### src/rtl/pds_pkg.sv
// ---------------------------------------------------------------
// pds_pkg : shared types for the PDS packet link receive side
// Rev 1.0
// ---------------------------------------------------------------
`default_nettype none

package pds_pkg;

  typedef struct packed {
    logic [3:0] source;
    logic [3:0] target;
    logic [7:0] data;
  } pds_word_t;

  localparam logic [3:0] PDS_BCAST = 4'hF;

  typedef enum logic [1:0] {
    IDLE = 2'd0,
    SEND = 2'd1,
    GAP  = 2'd2
  } pds_rx_state_t;

  function automatic logic tgt_match(input logic [3:0] tgt,
                                     input logic [3:0] port_id,
                                     input logic       bcast_en);
    return (tgt == port_id) || (bcast_en && (tgt == PDS_BCAST));
  endfunction

endpackage

`default_nettype wire

### src/rtl/pds_sync_fifo.sv
// ---------------------------------------------------------------
// pds_sync_fifo : single-clock FIFO, extra pointer bit for full/empty
// Rev 1.0
// ---------------------------------------------------------------
`default_nettype none

module pds_sync_fifo #(
  parameter int WIDTH = 16,
  parameter int DEPTH = 4
) (
  input  logic             clk,
  input  logic             reset,
  input  logic             push,
  input  logic [WIDTH-1:0] wdata,
  input  logic             pop,
  output logic [WIDTH-1:0] rdata,
  output logic             full,
  output logic             empty
);

  localparam int          AW      = $clog2(DEPTH);
  localparam logic [AW:0] PTR_ONE = (AW + 1)'(1);

  logic [AW:0]      wptr;
  logic [AW:0]      rptr;
  logic [WIDTH-1:0] mem [DEPTH];

  always_ff @(posedge clk or negedge reset) begin
    if (!reset) begin
      wptr <= '0;
      rptr <= '0;
    end else begin
      if (push) wptr <= wptr + PTR_ONE;
      if (pop)  rptr <= rptr + PTR_ONE;
    end
  end

  // Storage needs no reset: pointers alone define what is valid.
  always_ff @(posedge clk) begin
    if (push) mem[wptr[AW-1:0]] <= wdata;
  end

  assign rdata = mem[rptr[AW-1:0]];
  assign empty = (wptr == rptr);
  assign full  = (wptr[AW] != rptr[AW]) && (wptr[AW-1:0] == rptr[AW-1:0]);

endmodule

`default_nettype wire

### src/rtl/pds_rx_port.sv
// ---------------------------------------------------------------
// pds_rx_port : filters PDS words for this port, buffers, re-emits as pulses
// Rev 1.0
// ---------------------------------------------------------------
`default_nettype none

module pds_rx_port
  import pds_pkg::*;
#(
  parameter logic [3:0] PORT_ID    = 4'h0,
  parameter bit         BCAST_EN   = 1'b1,
  parameter int         DEPTH      = 4,
  parameter int         GAP_CYCLES = 1,
  parameter int         CNT_W      = 8
) (
  input  logic             clk,
  input  logic             reset,
  input  logic [15:0]      data_ip,
  input  logic             valid_up,
  output logic [15:0]      data_op,
  output logic             valid_op,
  output logic             fifo_full,
  output logic             fifo_empty,
  output logic [CNT_W-1:0] pkt_cnt,
  output logic [CNT_W-1:0] drop_cnt
);

  localparam int               GW       = (GAP_CYCLES > 1) ? $clog2(GAP_CYCLES) : 1;
  localparam logic [GW-1:0]    GAP_LAST = GW'(GAP_CYCLES - 1);
  localparam logic [GW-1:0]    GAP_ONE  = GW'(1);
  localparam logic [CNT_W-1:0] CNT_MAX  = '1;
  localparam logic [CNT_W-1:0] CNT_ONE  = CNT_W'(1);

  pds_rx_state_t state;
  pds_word_t     word_in;
  pds_word_t     head;
  logic [GW-1:0] gap_cnt;
  logic          match;
  logic          gap_done;
  logic          pop;
  logic          write;

  assign word_in  = data_ip;
  assign match    = valid_up && tgt_match(word_in.target, PORT_ID, BCAST_EN);
  assign gap_done = (state == GAP) && (gap_cnt == GAP_LAST);
  assign pop      = !fifo_empty && ((state == IDLE) || gap_done);
  // A pop on the same edge frees the slot, so a full FIFO can still accept.
  assign write    = match && (!fifo_full || pop);

  pds_sync_fifo #(
    .WIDTH (16),
    .DEPTH (DEPTH)
  ) u_fifo (
    .clk   (clk),
    .reset (reset),
    .push  (write),
    .wdata (word_in),
    .pop   (pop),
    .rdata (head),
    .full  (fifo_full),
    .empty (fifo_empty)
  );

  always_ff @(posedge clk or negedge reset) begin
    if (!reset) begin
      pkt_cnt  <= '0;
      drop_cnt <= '0;
    end else if (write) begin
      if (pkt_cnt != CNT_MAX) pkt_cnt <= pkt_cnt + CNT_ONE;
    end else if (match) begin
      if (drop_cnt != CNT_MAX) drop_cnt <= drop_cnt + CNT_ONE;
    end
  end

  always_ff @(posedge clk or negedge reset) begin
    if (!reset) begin
      state    <= IDLE;
      data_op  <= '0;
      valid_op <= 1'b0;
      gap_cnt  <= '0;
    end else begin
      case (state)
        IDLE: begin
          if (pop) begin
            state    <= SEND;
            data_op  <= head;
            valid_op <= 1'b1;
          end
        end
        SEND: begin
          state    <= GAP;
          valid_op <= 1'b0;
          gap_cnt  <= '0;
        end
        GAP: begin
          if (gap_done) begin
            if (pop) begin
              state    <= SEND;
              data_op  <= head;
              valid_op <= 1'b1;
            end else begin
              state <= IDLE;
            end
          end else begin
            gap_cnt <= gap_cnt + GAP_ONE;
          end
        end
        default: begin
          state    <= IDLE;
          valid_op <= 1'b0;
        end
      endcase
    end
  end

endmodule

`default_nettype wire
### config.mk
export PLATFORM = sky130hd
export DESIGN_NAME = pds_rx_port
export DESIGN_NICKNAME = d
export VERILOG_FILES = /design/src/rtl/pds_pkg.sv /design/src/rtl/pds_sync_fifo.sv /design/src/rtl/pds_rx_port.sv
export SDC_FILE = /design/constraint.sdc
export NUM_CORES = 1
export LEC_CHECK = 0
export BUFFER_PORTS_ARGS = -buffer_cell sky130_fd_sc_hd__buf_4
export CAP_MARGIN = 20
export CELL_PAD_IN_SITES_DETAIL_PLACEMENT = 1
export CELL_PAD_IN_SITES_GLOBAL_PLACEMENT = 1
export CORE_MARGIN = 1
export CORE_UTILIZATION = 49
export DETAILED_ROUTE_END_ITERATION = 12
export GPL_TIMING_DRIVEN = 0
export PLACE_DENSITY_LB_ADDON = 0.1
export SLEW_MARGIN = 20
export SYNTH_ARGS = -nofsm -noshare
export SYNTH_HDL_FRONTEND = slang
export SYNTH_SLANG_ARGS = --single-unit
### constraint.sdc
create_clock -name clk -period 2.3 [get_ports clk]
set_clock_uncertainty 0.15 [all_clocks]
set_input_delay 0.46 -clock clk [delete_from_list [all_inputs] [get_ports clk]]
set_output_delay 0.46 -clock clk [all_outputs]
set_load 0.01 [all_outputs]
==> flow_summary.yaml <==
outcome:
  status: "finished, final reports clean"
drt:
  route.detailed.drc: 0
  postRouteAntennaNets: 0
  avgViaCountPerCell: 5.61
  initialDrtViolationCount: 45
  vias: 2358
  first_pass_iters: 4
  wl_um: 8480
  routedWlPerCell_um: 20.2
clocking:
  root_buffer: "clkbuf_8"
  post_cts_buffers: 0
  cts_tree: "yes"
  cts-htree-levels: 3
  cts_made_buffers: 9
  cts_sinks: 106
  clk_pin_slew_ns: 0.10
  clock_latency_ns: 0.36
  clk_path_buf_depth: 2
sta:
  worst_pin_slew_ns: 0.676
  slew-limit-headroom: 0.549
  fin_crit_ns: 2.17
  maxSlewViolCount: 0
  setup_viol: 0
  fin_setup_tns_ns: 0
  fin_ws_ns: 0.129
  rsz0062_at_grt: "no"
  fmax_mhz: 461
  period_share: 0.944
  finalHoldViolCount: 0
  whs_ns: 0.138
placed_design:
  placed_area_um2: 4910
  place_hpwl_um: 5620
  place.gp.congestion: 0.673
  pre_cts_slack_ns: -0.407
  io_buffer_count: 53
final_layout:
  layout_common_cells: "edfxtp_1, buf_4, dfrtp_1"
  design_area_um2: 5130
  final_core_util: 0.591
  drive_gt1_frac: 0.410
  mostFrequentLayoutCell: "edfxtp_1"
  synthToLayoutAreaGrowth_pct: 17.1
  n_antenna_cell: 0
  nets: 333
setup_path:
  crit_path_start_kind: "register"
  worst_r2r_startpoint: "u_fifo.rptr[1]"
  worstSetupEndpointType: "output port"
  criticalPathCategory: "register to output port"
  crit_top_cell: "buf_4"
  crit_chain: "buf_4 -> xnor2_4 -> nand2_1 -> nor2_1 -> buf_4"
  r2r_setup_slack_ns: 0.20
  rr_endpoint: "data_op[12]"
  critPathBufInv: 2
  worstPathMaxFanout: 9
  cp_slowest_cell: "dfrtp_1"
  worstRegToRegCells: 4
  arrival_ns: 1.56
  crit_required_ns: 1.69
  path_delay_family: "flip-flops"
  max_stage_delay_ns: 0.40
yosys:
  yosys-top-cells-area: "edfxtp_1, dfrtp_1, mux4_2"
  synth_top_area_cell: "edfxtp_1"
  synth_nets: 268
  ys_ff_latch: 106
  synth.distinct_cells: 34
  synth.top_cell.area_share: 0.439
  yosysWarnings: 0
  avgSynthCellArea_um2: 18.1
  syn_inst: 242
  ys_seq_area_frac: 0.679
  mappedNetlistArea_um2: 4380
floorplanning:
  ios: 54
  coreArea_um2: 8680
  num_rows: 34
  start_util: 0.505
  dieArea_um2: 9320
  die_h_um: 96.6
  chipWidth_um: 96.6
pwr:
  power_density_nw_per_um2: 1150
  p_leak_nw: 1.99
  ir_drop_v: 0.000445
hold_path:
  whs_path_depth: 1
  min_from: "data_ip[14]"
  hold_path.class: "input port to register"
  worstHoldEndpoint: "u_fifo.mem[1][14]"
grt:
  grt_max_degree: 43
  grt_pass1_vias: 2420
  gr-total-overflow: 0
  grt_pass1_wl_um: 13100
  grt.total_usage: 0.198
  antenna_found_initial: 0
flow_run:
  drv_cap: 0
## state kept, by name (all words and copies together) (netlist names)
signal       count
u_fifo.mem      64
data_op         16
drop_cnt         8
pkt_cnt          8
u_fifo.rptr      3
u_fifo.wptr      3
state            2
gap_cnt          1
valid_op         1
## logic make-up (layout without fill, tap and decap cells)
kind of cell / Yosys count / in the layout / synth area share
AO/OA/AOI/OAI: 14 / 14 / 0.0206
XOR/XNOR: 17 / 17 / 0.0443
adder cells (fa/ha/maj): 7 / 7 / 0.0200
buffers and inverters: 13 / 83 / 0.0208
flip-flops: 106 / 106 / 0.679
multiplexers: 37 / 37 / 0.136
AND/OR/NAND/NOR: 48 / 48 / 0.0794
## layout make-up
| type | count | area (um^2) |
|---|---|---|
| Fill cell | 808 | 3550 |
| Timing Repair Buffer | 54 | 408 |
| Inverter | 4 | 15.0 |
| Tap cell | 108 | 135 |
| Sequential cell | 106 | 2970 |
| Clock inverter | 6 | 73.8 |
| Multi-Input combinational cell | 123 | 1320 |
| Buffer | 9 | 76.3 |
| Clock buffer | 10 | 128 |
## worst max-delay path by stage
stage / start / to / slack, ns / cells past startpoint
after floorplan: data_ip[8] / u_fifo.mem[3][0] / 0.22 / 3
after detailed placement: data_ip[8] / u_fifo.mem[3][14] / -0.41 / 4
after global routing: u_fifo.rptr[1] / fifo_full / 0.02 / 5
after global placement: data_ip[8] / u_fifo.mem[3][14] / -0.38 / 4
final: u_fifo.rptr[1] / fifo_full / 0.13 / 5
after CTS: u_fifo.rptr[1] / fifo_full / 0.09 / 5
## power by group
part	switching, mW	internal, mW
combinational	1.01	1.15
sequential	0.253	2.34
clock	0.647	0.517
## worst reg2reg max path: cells and delay by family, from the launching register on
kind / cells / cell delay, ns
muxes: 2 / 0.70
DFF: 1 / 0.37
buffers and inverters: 2 / 0.77
## stage by stage
stage               cells  power, mW
floorplan             242       4.05
global placement      403       4.73
detailed placement    403       4.82
CTS                   420       6.00
global route          420       6.26
finish                420       5.91
## cell usage after synthesis, drive strengths merged
master	number
edfxtp	64
dfrtp	42
mux2	21
mux4	16
xor2	12
nand3	9
buf	8
nor4	8
a31oi	7
and3	7
ha	7
nor2	7
nand2	6
xnor2	5
inv	4
o21ai	4
nand4	3
nor3	3
a21o	2
and4	2
clkbuf	1
nand2b	1
nor2b	1
nor4b	1
o21a	1
## routing by layer
| layer | global-route usage | up-vias | share of wire |
|---|---|---|---|
| li1 | - | 1061 | - |
| met1 | 0.271 | 1229 | 0.45 |
| met2 | 0.321 | 53 | 0.50 |
| met3 | 0.0321 | 15 | 0.034 |
| met4 | 0.0735 | 0 | 0.015 |
| met5 | 0 | - | 0 |
## repair_timing
| action | in CTS | in global routing |
|---|---|---|
| gates resized for setup | 4 | 0 |
| pin swaps | 0 | 1 |
| hold endpoints to repair | 42 | 0 |
| hold buffers | 1 | 0 |
| cloned | 0 | 0 |
| endpoints found under the setup margin | 65 | 1 |
No activity file was read; power rests on OpenSTA's default activity.
